[src/rtl/call_request_latch_pkg.sv]
// Shared defaults and debounce state encoding for the floor-call request latch.
package call_request_latch_pkg;

    localparam int DEF_N_FLOORS        = 4;
    localparam int DEF_FLOOR_W         = 2;
    localparam int DEF_DEBOUNCE_CYCLES = 4;
    localparam int DEF_CNT_W           = 3;

    typedef enum logic [1:0] {
        RELEASED     = 2'b00,
        PRESS_WAIT   = 2'b01,
        HELD         = 2'b10,
        RELEASE_WAIT = 2'b11
    } deb_state_e;

endpackage

[src/rtl/call_request_latch_if.sv]
// Call-button / request bundle between the controller side (master) and the latch (slave).
interface call_request_latch_if #(
    parameter int N_FLOORS = 4,
    parameter int FLOOR_W  = 2
);
    logic [N_FLOORS-1:0] btn_raw;
    logic                door_open;
    logic [FLOOR_W-1:0]  curr_floor;
    logic [N_FLOORS-1:0] req;
    logic [FLOOR_W:0]    pending_cnt;
    logic [N_FLOORS-1:0] press_pulse;

    modport master (
        output btn_raw, door_open, curr_floor,
        input  req, pending_cnt, press_pulse
    );

    modport slave (
        input  btn_raw, door_open, curr_floor,
        output req, pending_cnt, press_pulse
    );
endinterface

[src/rtl/call_request_latch_debounce.sv]
// One call button: 2-flop synchroniser, debounce counter and FSM; accept pulses on a valid new press.
module call_debounce
    import call_request_latch_pkg::*;
#(
    parameter int DEBOUNCE_CYCLES = DEF_DEBOUNCE_CYCLES,
    parameter int CNT_W           = DEF_CNT_W
) (
    input  logic clk,
    input  logic reset_n,
    input  logic btn_raw,
    output logic accept
);
    localparam logic [CNT_W-1:0] LAST = CNT_W'(DEBOUNCE_CYCLES - 1);

    logic [1:0]       sync_q, sync_d;
    deb_state_e       state_q, state_d;
    logic [CNT_W-1:0] cnt_q, cnt_d;
    logic             s;

    assign s = sync_q[1];

    always_ff @(posedge clk or negedge reset_n) begin
        if (!reset_n) begin
            sync_q  <= '0;
            state_q <= RELEASED;
            cnt_q   <= '0;
        end else begin
            sync_q  <= sync_d;
            state_q <= state_d;
            cnt_q   <= cnt_d;
        end
    end

    // cnt holds the number of stable samples seen so far, including the one that
    // left RELEASED/HELD, so the press lands DEBOUNCE_CYCLES edges after s_i rises.
    always_comb begin
        sync_d  = {sync_q[0], btn_raw};
        state_d = state_q;
        cnt_d   = cnt_q;
        accept  = 1'b0;
        case (state_q)
            RELEASED: begin
                if (s) begin
                    if (DEBOUNCE_CYCLES == 1) begin
                        state_d = HELD;
                        accept  = 1'b1;
                    end else begin
                        state_d = PRESS_WAIT;
                        cnt_d   = CNT_W'(1);
                    end
                end
            end
            PRESS_WAIT: begin
                if (!s) begin
                    state_d = RELEASED;
                end else if (cnt_q == LAST) begin
                    state_d = HELD;
                    accept  = 1'b1;
                end else begin
                    cnt_d = cnt_q + CNT_W'(1);
                end
            end
            HELD: begin
                if (!s) begin
                    if (DEBOUNCE_CYCLES == 1) begin
                        state_d = RELEASED;
                    end else begin
                        state_d = RELEASE_WAIT;
                        cnt_d   = CNT_W'(1);
                    end
                end
            end
            RELEASE_WAIT: begin
                if (s) begin
                    state_d = HELD;
                end else if (cnt_q == LAST) begin
                    state_d = RELEASED;
                end else begin
                    cnt_d = cnt_q + CNT_W'(1);
                end
            end
            default: state_d = RELEASED;
        endcase
    end

endmodule

[src/rtl/call_request_latch.sv]
// Sticky floor-call request register: debounced presses set bits, door open at a floor clears it.
module call_request_latch
    import call_request_latch_pkg::*;
#(
    parameter int N_FLOORS        = DEF_N_FLOORS,
    parameter int FLOOR_W         = DEF_FLOOR_W,
    parameter int DEBOUNCE_CYCLES = DEF_DEBOUNCE_CYCLES,
    parameter int CNT_W           = DEF_CNT_W
) (
    input  logic                 clk,
    input  logic                 reset_n,
    call_request_latch_if.slave  bus
);
    logic [N_FLOORS-1:0] accept;
    logic [N_FLOORS-1:0] req_q, req_d;
    logic [N_FLOORS-1:0] press_pulse_q, press_pulse_d;
    logic [FLOOR_W:0]    pending_cnt;

    for (genvar g = 0; g < N_FLOORS; g++) begin : g_deb
        call_debounce #(
            .DEBOUNCE_CYCLES (DEBOUNCE_CYCLES),
            .CNT_W           (CNT_W)
        ) u_deb (
            .clk     (clk),
            .reset_n (reset_n),
            .btn_raw (bus.btn_raw[g]),
            .accept  (accept[g])
        );
    end

    always_ff @(posedge clk or negedge reset_n) begin
        if (!reset_n) begin
            req_q         <= '0;
            press_pulse_q <= '0;
        end else begin
            req_q         <= req_d;
            press_pulse_q <= press_pulse_d;
        end
    end

    // A call accepted while its door is open is already served, so clear wins.
    always_comb begin
        req_d         = req_q;
        press_pulse_d = '0;
        for (int unsigned i = 0; i < N_FLOORS; i++) begin
            if (bus.door_open && (bus.curr_floor == FLOOR_W'(i))) begin
                req_d[i] = 1'b0;
            end else if (accept[i]) begin
                req_d[i]         = 1'b1;
                press_pulse_d[i] = 1'b1;
            end
        end
    end

    always_comb begin
        pending_cnt = '0;
        for (int unsigned i = 0; i < N_FLOORS; i++) begin
            pending_cnt = pending_cnt + (FLOOR_W + 1)'(req_q[i]);
        end
    end

    assign bus.req         = req_q;
    assign bus.press_pulse = press_pulse_q;
    assign bus.pending_cnt = pending_cnt;

endmodule
[src/flat_wrapper.sv]
// flat-port wrapper written by rule: the top's interface ports become plain ports
module call_request_latch_flat import call_request_latch_pkg::*;
#(
    parameter int N_FLOORS        = DEF_N_FLOORS,
    parameter int FLOOR_W         = DEF_FLOOR_W,
    parameter int DEBOUNCE_CYCLES = DEF_DEBOUNCE_CYCLES,
    parameter int CNT_W           = DEF_CNT_W
)
  (clk, reset_n, bus_btn_raw, bus_door_open, bus_curr_floor, bus_req, bus_pending_cnt, bus_press_pulse);
  call_request_latch_if #(.N_FLOORS(N_FLOORS), .FLOOR_W(FLOOR_W)) bus_i ();
  input  logic clk;
  input  logic reset_n;
  input wire logic [$bits(bus_i.btn_raw)-1:0] bus_btn_raw;
  input wire logic [$bits(bus_i.door_open)-1:0] bus_door_open;
  input wire logic [$bits(bus_i.curr_floor)-1:0] bus_curr_floor;
  output wire logic [$bits(bus_i.req)-1:0] bus_req;
  output wire logic [$bits(bus_i.pending_cnt)-1:0] bus_pending_cnt;
  output wire logic [$bits(bus_i.press_pulse)-1:0] bus_press_pulse;
  assign bus_i.btn_raw = bus_btn_raw;
  assign bus_i.door_open = bus_door_open;
  assign bus_i.curr_floor = bus_curr_floor;
  assign bus_req = bus_i.req;
  assign bus_pending_cnt = bus_i.pending_cnt;
  assign bus_press_pulse = bus_i.press_pulse;
  call_request_latch #(.N_FLOORS(N_FLOORS), .FLOOR_W(FLOOR_W), .DEBOUNCE_CYCLES(DEBOUNCE_CYCLES), .CNT_W(CNT_W)) u_core (.clk(clk), .reset_n(reset_n), .bus(bus_i));
endmodule
[config.mk]
export PLATFORM = sky130hd
export DESIGN_NAME = call_request_latch_flat
export DESIGN_NICKNAME = d
export VERILOG_FILES = /design/src/rtl/call_request_latch_pkg.sv /design/src/rtl/call_request_latch_if.sv /design/src/rtl/call_request_latch_debounce.sv /design/src/rtl/call_request_latch.sv /design/src/flat_wrapper.sv
export SDC_FILE = /design/constraint.sdc
export NUM_CORES = 1
export LEC_CHECK = 0
export ABC_AREA = 1
export CAP_MARGIN = 20
export CELL_PAD_IN_SITES_DETAIL_PLACEMENT = 1
export CELL_PAD_IN_SITES_GLOBAL_PLACEMENT = 1
export CORE_MARGIN = 2
export CORE_UTILIZATION = 45
export DETAILED_ROUTE_END_ITERATION = 10
export GPL_TIMING_DRIVEN = 0
export PLACE_DENSITY = 0.94
export REMOVE_ABC_BUFFERS = 1
export SETUP_SLACK_MARGIN = 0.2
export SYNTH_ARGS = -nofsm -noshare
export SYNTH_HDL_FRONTEND = slang
export SYNTH_SLANG_ARGS = --single-unit
export TNS_END_PERCENT = 20
[constraint.sdc]
create_clock -name clk -period 4 [get_ports clk]
set_clock_uncertainty 0.05 [all_clocks]
set_input_delay 0.6 -clock clk [delete_from_list [all_inputs] [get_ports clk]]
set_output_delay 0.6 -clock clk [all_outputs]
set_load 0.02 [all_outputs]
==> run_results.csv <==
group,metric,value,unit
timing,period_needed,2916,ps
placed_design,io_buffers,19,
floorplanning,die-area,4248,µm²
timing,setup_viol_count_final,0,
timing,maxSlewHeadroom,47.49,%
cts,clkLatencyLatePin,290,ps
cts,h-tree-depth,2,
global_routing,track_usage,19.62,%
timing,grt_setup_unrepaired,"false",
worst_setup_path,worstPathArrival,2270,ps
cts,cts.sinks,36,
layout,final_nets,239,
timing,fin_crit_sh,72.90,%
logic_synthesis,synth_edf_count,0,
worst_setup_path,start_kind,"register",
timing,hold_viol_final,0,
logic_synthesis,synthArstFlopShare,100.0,%
cts,post_cts_buffers,0,
placed_design,place_area,1929,µm²
route,firstDrtPassIters,4,
timing,hold_slack,299.9,ps
route,drc,0,
logic_synthesis,avgSynthCellArea,8.911,µm²
worst_setup_path,crit_type,"register to primary output",
floorplanning,io-pin-count,20,
layout,drive_gt1_share,6.481,%
logic_synthesis,yosysTopAreaCell,"dfrtp_1",
hold_path,hp-class,"register to register",
layout,n_antenna_cell,0,
cts,root_buffer,"clkbuf_8",
global_routing,grt_util_met1,22.21,%
status,status,"complete, no violations",
cts,clkTransAtPathRegs,70,ps
layout,syn2layout_area_growth,19.91,%
global_routing,grt_pass1_vias,1432,
pwr,ir_worst_vdd,0.3462,mV
layout,design_area,2019,µm²
logic_synthesis,netlist_area,1684,µm²
layout,stdcell_count,264,
global_routing,grt_max_degree,37,
timing,fin_tns_setup,0,ps
placed_design,gp_congestion,0.7210,
route,drtIter0Drc,61,
logic_synthesis,synth_seq_cells,36,
floorplanning,die_w,65.18,µm
route,wl,3538,µm
flow_run,drv_cap,0,
cts,cts_made_buffers,5,
global_routing,met3_usage,5.479,%
global_routing,top_usage_layer,"met2",
timing,fmax,0.3429,GHz
cts,holdBufCountCts,0,
floorplanning,fp.dieH,65.18,µm
route,antenna_left,0,
global_routing,gr-total-overflow,0,
placed_design,dp.cells,256,
worst_setup_path,cp-end-kind,"primary output",
route,vias,1307,
logic_synthesis,synth.most_common_cell,"nand2_1",
floorplanning,rows,22,
route,avgRoutedWirePerCell,13.40,µm
cts,cts_buffer_depth,2,
cts,ctsResizeCount,0,
logic_synthesis,synthTopCellsByArea,"dfrtp_1 (53%), nand2_1 (16%), ha_1 (10%)",
logic_synthesis,synthDominantCellAreaShare,53.49,%
floorplanning,core_area,3633,µm²
timing,finalMaxSlewViolations,0,
placed_design,dp_hpwl,2637,µm
timing,worst_pin_slew,787.6,ps
pwr,p_leak,1.114,nW
logic_synthesis,syn_inst,189,
logic_synthesis,synthFlopType,"dfrtp_1",
pwr,p_per_area,687.2,nW/µm²
logic_synthesis,yosysUniqueCellTypes,11,
logic_synthesis,synth_warnings,0,
worst_setup_path,critPathMaxFanout,3,
global_routing,grt_use_met2,34.69,%
worst_setup_path,critPathRequiredTime,3350,ps
route,vias_per_cell,4.951,
logic_synthesis,synth_common_cells,"nand2_1 (72), dfrtp_1 (36), inv_1 (26)",
cts,cts_tree,"built",
floorplanning,start_util,46.35,%
global_routing,grt_first_pass_wirelength,6285,µm
global_routing,antenna_found_initial,0,
logic_synthesis,ys_seq_area_share,53.49,%
-- cell type report --
type	count	area, µm²
inverter	26	97.59
multi-input combinational	127	685.7
clock buffer	8	90.09
fill	449	1614
sequential	36	900.9
timing repair buffer	19	185.2
tap	48	60.06
-- worst max-delay path, stage by stage, from the launching register on --
cell             delay [ps]
dfrtp_1                 410
ha_1                    320
fa_1                    370
ha_1                    290
clkdlybuf4s50_1         590
-- cells by family after synthesis --
logic type,count (synthesis),share of synthesized area [%]
buffers and inverters,26,5.795
AOI/OAI and AO/OA,8,2.972
adders and majority gates,15,11.59
DFF,36,53.49
and+or+nand+nor,104,26.15
-- path summary, 6_finish.rpt --
check,from,endpoint,slack [ps],cells after the start
max,u_core.bus.req[0],bus_pending_cnt[1],1080,4
min reg2reg,u_core.g_deb[3].u_deb.sync_q[0],u_core.g_deb[3].u_deb.sync_q[1],300,0
max reg2reg,u_core.g_deb[3].u_deb.cnt_q[0],u_core.g_deb[3].u_deb.cnt_q[0],2560,6
min in group asynchronous,reset_n,u_core.bus.press_pulse[0],340,1
max in group asynchronous,reset_n,u_core.g_deb[3].u_deb.sync_q[0],3060,1
min,u_core.g_deb[3].u_deb.sync_q[0],u_core.g_deb[3].u_deb.sync_q[1],300,0
-- where the power goes --
| part | total (W) | switching (W) | internal, W |
|---|---|---|---|
| sequential | 0.000584 | 0.000105 | 0.000478 |
| clock | 0.000269 | 0.000129 | 0.000141 |
| combinational | 0.000535 | 0.000310 | 0.000225 |
-- cell usage in the layout, fill, tap and decap left out, drive strengths merged --
cell type / netlist / final
dfrtp: 36 / 36
ha: 14 / 14
nand3: 20 / 20
o21ai: 4 / 4
nand2: 76 / 76
buf: 0 / 1
inv: 26 / 26
clkbuf: 0 / 8
nor2: 8 / 8
fa: 1 / 1
clkdlybuf4s50: 0 / 18
a21boi: 4 / 4
-- stage by stage --
| step | power, W | setup WS, ps | util, % |
|---|---|---|---|
| final | 0.001388 | 1084 | 55.58 |
| after global routing | 0.001510 | 982.4 | 55.58 |
| after floorplan | 0.0009245 | 1840 | - |
| after global placement | 0.001074 | 1408 | 53.24 |
| after detailed placement | 0.001127 | 1394 | 53.10 |
| after CTS | 0.001410 | 1060 | 55.58 |
-- layer usage --
metal	vias to the layer above	wire, µm
li1	633	-
met1	649	1517
met2	17	1844
met3	8	101
met4	0	74
met5	-	0
Power figures use the tool's default switching activity.
